`config.mk`:
```
export PLATFORM = sky130hd
export DESIGN_NAME = fetch_prefetch_unit
export DESIGN_NICKNAME = d
export VERILOG_FILES = /design/src/rtl/fetch_pkg.sv /design/src/rtl/fetch_prefetch_unit_sync_fifo.sv /design/src/rtl/fetch_prefetch_unit.sv
export SDC_FILE = /design/constraint.sdc
export NUM_CORES = 1
export LEC_CHECK = 0
export ABC_AREA = 0
export CAP_MARGIN = 5
export CORE_ASPECT_RATIO = 1.5
export CORE_MARGIN = 2
export CORE_UTILIZATION = 45
export DETAILED_ROUTE_END_ITERATION = 8
export DONT_BUFFER_PORTS = 1
export PLACE_DENSITY = 0.62
export SYNTH_ARGS = -nofsm -noshare
export SYNTH_HDL_FRONTEND = slang
export SYNTH_SLANG_ARGS = --single-unit
```
`constraint.sdc`:
```
create_clock -name clk_i -period 4.6 [get_ports clk_i]
set_input_delay 0.23 -clock clk_i [delete_from_list [all_inputs] [get_ports clk_i]]
set_output_delay 0.23 -clock clk_i [all_outputs]
set_load 0.01 [all_outputs]
```
`src/rtl/fetch_pkg.sv`:
```
// Shared types and helpers for the instruction-fetch front end.
package fetch_pkg;

  localparam int XLEN = 32;
  localparam int DEFAULT_DEPTH = 4;

  typedef struct packed {
    logic [XLEN-1:0] instr;
    logic [XLEN-1:0] pc;
  } fetch_entry_t;

  function automatic int credit_width(input int depth);
    return $clog2(depth + 1);
  endfunction

endpackage

```
`src/rtl/fetch_prefetch_unit_sync_fifo.sv`:
```
// Synchronous FIFO with flush and occupancy count; head is read from storage registers.
module sync_fifo #(
  parameter int WIDTH = 8,
  parameter int DEPTH = 4
) (
  input  logic                       clk,
  input  logic                       rst,
  input  logic                       push,
  input  logic [WIDTH-1:0]           push_data,
  input  logic                       pop,
  input  logic                       flush,
  output logic [WIDTH-1:0]           head,
  output logic                       full,
  output logic                       empty,
  output logic [$clog2(DEPTH+1)-1:0] count
);

  localparam int AW = (DEPTH > 1) ? $clog2(DEPTH) : 1;
  localparam int CW = $clog2(DEPTH + 1);

  logic [WIDTH-1:0] mem [DEPTH];
  logic [AW-1:0]    wr_ptr;
  logic [AW-1:0]    rd_ptr;
  logic             do_push;
  logic             do_pop;

  // Wrap explicitly so depths that are not a power of two still work.
  function automatic logic [AW-1:0] next_ptr(input logic [AW-1:0] p);
    return (p == AW'(DEPTH - 1)) ? '0 : p + AW'(1);
  endfunction

  assign full    = (count == CW'(DEPTH));
  assign empty   = (count == '0);
  assign do_pop  = pop & !empty;
  assign do_push = push & (!full | do_pop);
  assign head    = mem[rd_ptr];

  always_ff @(posedge clk) begin
    if (rst) begin
      wr_ptr <= '0;
      rd_ptr <= '0;
      count  <= '0;
      for (int i = 0; i < DEPTH; i++) mem[i] <= '0;
    end else if (flush) begin
      wr_ptr <= '0;
      rd_ptr <= '0;
      count  <= '0;
    end else begin
      if (do_push) begin
        mem[wr_ptr] <= push_data;
        wr_ptr      <= next_ptr(wr_ptr);
      end
      if (do_pop) rd_ptr <= next_ptr(rd_ptr);
      count <= count + CW'(do_push) - CW'(do_pop);
    end
  end

endmodule

```
`src/rtl/fetch_prefetch_unit.sv`:
```
// Handshaked instruction-fetch front end: credit-limited in-order requests, prefetch queue, redirect flush.
module fetch_prefetch_unit
  import fetch_pkg::*;
#(
  parameter int             DW              = 32,
  parameter int             DEPTH           = DEFAULT_DEPTH,
  parameter int             MAX_OUTSTANDING = 2,
  parameter logic [DW-1:0]  RESET_PC        = '0,
  parameter int             ADDENT          = 4
) (
  input  logic          clk_i,
  input  logic          rst_i,
  output logic          imem_req_o,
  output logic [DW-1:0] imem_addr_o,
  input  logic          imem_gnt_i,
  input  logic          imem_rvalid_i,
  input  logic [DW-1:0] imem_rdata_i,
  input  logic          redirect_i,
  input  logic [DW-1:0] redirect_pc_i,
  output logic          instr_valid_o,
  input  logic          instr_ready_i,
  output logic [DW-1:0] instr_o,
  output logic [DW-1:0] pc_o,
  output logic [DW-1:0] pc_plus_4_o
);

  localparam int CW = credit_width(DEPTH);
  localparam int OW = credit_width(MAX_OUTSTANDING);

  logic [DW-1:0] fetch_pc;
  logic [OW-1:0] outstanding;
  logic [OW-1:0] outstanding_next;
  logic [OW-1:0] drop_cnt;
  logic [CW-1:0] count;
  logic [DW-1:0] tag_pc;
  logic          issue;
  logic          rsp;
  logic          push;
  logic          pop;
  logic          room;
  logic          q_empty;
  logic          q_full_unused;
  logic          tag_full_unused;
  logic          tag_empty_unused;
  logic [OW-1:0] tag_count_unused;

  // Queue space is reserved for every live request, so a granted response always fits.
  assign room = (32'(count) + 32'(outstanding) - 32'(drop_cnt)) < 32'(DEPTH);

  assign imem_req_o  = !rst_i & !redirect_i & (32'(outstanding) < 32'(MAX_OUTSTANDING)) & room;
  assign imem_addr_o = fetch_pc;
  assign issue       = imem_req_o & imem_gnt_i;
  // A response with nothing outstanding is a protocol error and is ignored.
  assign rsp         = imem_rvalid_i & (outstanding != '0);
  assign push        = rsp & !redirect_i & (drop_cnt == '0);
  assign pop         = instr_valid_o & instr_ready_i & !redirect_i;

  assign outstanding_next = outstanding + OW'(issue) - OW'(rsp);

  always_ff @(posedge clk_i) begin
    if (rst_i) begin
      fetch_pc    <= RESET_PC & ~DW'(3);
      outstanding <= '0;
      drop_cnt    <= '0;
    end else begin
      outstanding <= outstanding_next;
      if (redirect_i) begin
        fetch_pc <= redirect_pc_i & ~DW'(3);
        drop_cnt <= outstanding_next;
      end else begin
        if (issue) fetch_pc <= fetch_pc + DW'(ADDENT);
        if (rsp && drop_cnt != '0) drop_cnt <= drop_cnt - OW'(1);
      end
    end
  end

  // Tags are popped for every response, dropped or not, so they stay aligned with memory order.
  sync_fifo #(
    .WIDTH (DW),
    .DEPTH (MAX_OUTSTANDING)
  ) u_tag_fifo (
    .clk       (clk_i),
    .rst       (rst_i),
    .push      (issue),
    .push_data (fetch_pc),
    .pop       (rsp),
    .flush     (1'b0),
    .head      (tag_pc),
    .full      (tag_full_unused),
    .empty     (tag_empty_unused),
    .count     (tag_count_unused)
  );

  sync_fifo #(
    .WIDTH (2 * DW),
    .DEPTH (DEPTH)
  ) u_instr_queue (
    .clk       (clk_i),
    .rst       (rst_i),
    .push      (push),
    .push_data ({imem_rdata_i, tag_pc}),
    .pop       (pop),
    .flush     (redirect_i),
    .head      ({instr_o, pc_o}),
    .full      (q_full_unused),
    .empty     (q_empty),
    .count     (count)
  );

  assign instr_valid_o = !q_empty;
  assign pc_plus_4_o   = pc_o + DW'(ADDENT);

endmodule

```
==> flow_summary_export.csv <==
group,metric,value,unit
yosys,syn-cell-area,16400,µm²
power_and_ir_drop,ir_drop,0.256,mV
detailed_routing,vias,10023,
layout,final_cell_area,18800,µm²
global_route,overflow,0,
detailed_routing,viasPerCell,5.63,
cts,clockBufferDepth,3,
critical_path,critPathCaptureType,"register",
detailed_routing,drtAntennaViolNets,0,
cts,cts_sinks,356,
yosys,synth_area_leaders,"edfxtp_1, mux4_2, and2_1",
cts,cts_made_buffers,36,
critical_path,r2r_cells,11,
critical_path,r2r_start,"outstanding[1]$_SDFF_PP0_",
sta,hold_viol,0,
sta,finClkSkew,14.3,ps
yosys,ys_async_sr_fraction,0,
worst_hold_path,min_from,"redirect_pc_i[27]",
power_and_ir_drop,power_frac_seq,0.504,
floorplanning,initial_core_util,0.458,
yosys,synth_top_family_by_area,"simple AND/OR/NAND/NOR gates",
global_route,use_met2,0.349,
layout,fill_cells,3138,
yosys,synthXorXnorAreaFrac,0.0197,
cts,post_cts_buffers,0,
power_and_ir_drop,pwr-share-clk,0.397,
layout,fin_util,0.523,
power_and_ir_drop,power_density,402,nW/µm²
sta,tns,0,ps
yosys,synth.top_cell.area_share,0.562,
layout,layout.cells.non_filler,1781,
place,place_congestion,0.747,
global_route,grt_antenna_before_repair,0,
layout,drive_gt1_frac,0.120,
outcome,status,"complete, no violations",
sta,max_freq,264,MHz
layout,nNetsFinal,1364,
layout,antenna-diode-count,0,
yosys,synth_flop_cell,"edfxtp_1",
yosys,synth_fa_ha_area_frac,0.0138,
global_route,globalRouteMet1Util,0.248,
place,numPortBuffers,0,
floorplanning,dieArea,38100,µm²
yosys,synthSimpleGateAreaFrac,0.165,
detailed_routing,drt-total-wl,37700,µm
detailed_routing,post_drt_wl_per_cell,21.1,µm
yosys,synth_cell_types,68,
cts,cts_root_buffer,"clkbuf_16",
detailed_routing,drc,0,
global_route,grt_pass1_wl,58500,µm
critical_path,reg2reg_slack,810,ps
cts,cts_tree,"done",
worst_hold_path,whs_path_depth,4,
floorplanning,die_width,160,µm
sta,period_share,0.825,
global_route,use_met3,0.0377,
global_route,grt_pass1_vias,10325,
global_route,grt_max_degree,63,
critical_path,crit_type,"reg2reg",
cts,cts-resized-gates,0,
cts,postCtsHoldBufs,68,
critical_path,cp.required,5070,ps
floorplanning,core_area,35900,µm²
power_and_ir_drop,p_int,0.00575,W
critical_path,worst_setup_path_start_kind,"register",
detailed_routing,drt_iter0_markers,705,
worst_hold_path,hold_end,"imem_addr_o[27]$_SDFFE_PP0P_",
critical_path,cp.arrival,4270,ps
cts,cts_max_level,2,
yosys,syn_avg_cell_area,13.4,µm²
layout,seq_area,10200,µm²
yosys,ys_ff_latch,356,
sta,period_needed,3790,ps
global_route,grt.busiest_layer,"met2",
power_and_ir_drop,p_switching,0.00181,W
sta,maxSlewHeadroom,0.216,
yosys,yosysMostFrequentCell,"edfxtp_1",
place,dp_hpwl,22300,µm
yosys,synthCells,1228,
power_and_ir_drop,leakage,6.60,nW
critical_path,r2r_end,"imem_addr_o[21]$_SDFFE_PP0P_",
global_route,grt_usage,0.198,
sta,tightest_slew,1170,ps
layout,multi_input_area,5800,µm²
yosys,synth_largest_area_cell,"edfxtp_1",
yosys,ys_seq_area_frac,0.621,
sta,rsz0062_at_grt,"false",
floorplanning,die_h,238,µm
detailed_routing,firstDrtPassIters,5,
job,drv_cap,0,
cts,cts.clk_slew.worst_paths,60,ps
place,place_area,16900,µm²
cts,clock_latency,530,ps
yosys,synth_enable_flop_cells,308,
yosys,yosys_warnings,0,
yosys,synth_compound_area_frac,0.0355,
sta,slew_violations,0,
floorplanning,fp-row-count,85,
place,place_inst,1649,
yosys,synth_top_cells_by_count,"edfxtp_1, and2_1, nor2_1",
yosys,synth_mux_area_frac,0.115,
power_and_ir_drop,swShare,0.240,
layout,area_delta_synth_final,14.3,%
floorplanning,ios,200,
power_and_ir_drop,combPwrFrac,0.099,
worst_hold_path,min_path_type,"in2reg",
critical_path,worstPathMaxFanout,33,
sta,setup_viol,0,
-- cells by family after synthesis --
group | count (synthesis)
and+or+nand+nor | 516
muxes | 111
buffers and inverters | 111
xor gates and xnor gates | 37
DFF | 356
AOI/OAI and AO/OA | 79
adders and majority gates | 17
other | 1
-- critical path, stage by stage (launching register included) --
cell and delay (ps):
dfxtp_1 360, inv_1 100, fa_1 540, inv_1 40
ha_1 270, and3b_1 200, or4_4 520, a21oi_4 150
inv_2 240, or4_1 570, a31oi_1 170, dlygate4sd3_1 570
-- power groups by stage --
stage	combinational, W	clock, W	sequential (W)
after detailed placement	0.000690	0	0.00388
after floorplan	0.000533	0	0.00384
after global placement	0.000681	0	0.00387
final	0.000752	0.00300	0.00381
after global routing	0.000830	0.00319	0.00383
after CTS	0.000760	0.00306	0.00381
-- worst max-delay path by stage --
stage,end,cells after the start,slack [ps],startpoint
floorplan,drop_cnt[1]$_SDFFE_PP0P_,18,1000,outstanding[1]$_SDFF_PP0_
global placement,u_tag_fifo.mem[0][5]$_SDFFCE_PN0P_,10,910,outstanding[1]$_SDFF_PP0_
detailed placement,u_tag_fifo.mem[0][5]$_SDFFCE_PN0P_,10,860,outstanding[1]$_SDFF_PP0_
CTS,pc_plus_4_o[31],6,700,register
global route,pc_plus_4_o[31],6,420,register
finish,imem_addr_o[21]$_SDFFE_PP0P_,11,810,outstanding[1]$_SDFF_PP0_
-- cells in the final DEF (no fill, tap or decap), drive strengths merged, types with 3 or more instances in the layout --
cell and instances:
xnor2 31, nor3b 3, and3 39, o311ai 7, o21a 6, or3 3
clkinv 13, conb 6, nand3 27, mux4 62, inv 29, nor2b 6
and4 4, bufinv 4, clkbuf 46, edfxtp 308, o22ai 10, nor2 152
o31a 7, nand2 65, buf 22, nand4 20, dfxtp 48, or2 3
a21oi 8, xor2 6, and2 156, dlygate4sd3 67, or4 9, ha 15
o21ai 4, mux2i 49, a31oi 10, a211oi 3, nor3 10, a22oi 5
nor4 12
-- state kept, by name (all words and copies together) (netlist names), named ones only --
signal / flops
u_instr_queue.wr_ptr: 2
u_tag_fifo.wr_ptr: 1
u_instr_queue.mem: 248
u_tag_fifo.mem: 60
u_instr_queue.rd_ptr: 2
u_tag_fifo.rd_ptr: 1
drop_cnt: 2
imem_addr_o: 30
outstanding: 2
u_instr_queue.count: 3
u_tag_fifo.count: 2
-- cell type report --
type                            count  area share
Sequential cell                   356       0.543
Multi-Input combinational cell    766       0.308
Clock buffer                       46      0.0532
Tap cell                          478      0.0318
Clock inverter                     18      0.0112
Inverter                           28     0.00559
Timing Repair Buffer               89      0.0465
-- through the flow --
stage | power, W | hold WS [ps] | worst slack [ps]
global placement | 0.00455 | 304 | 915
floorplan | 0.00437 | 368 | 996
global route | 0.00785 | 30.2 | 415
detailed placement | 0.00457 | 306 | 855
finish | 0.00755 | 29.4 | 805
CTS | 0.00763 | 4.87 | 703
-- layer usage --
| metal | vias to the layer above | share of wire |
|---|---|---|
| li1 | 4624 | - |
| met1 | 5018 | 0.41 |
| met2 | 331 | 0.51 |
| met3 | 50 | 0.059 |
| met4 | 0 | 0.020 |
| met5 | - | 0 |
(Power assumes the default switching activity.)
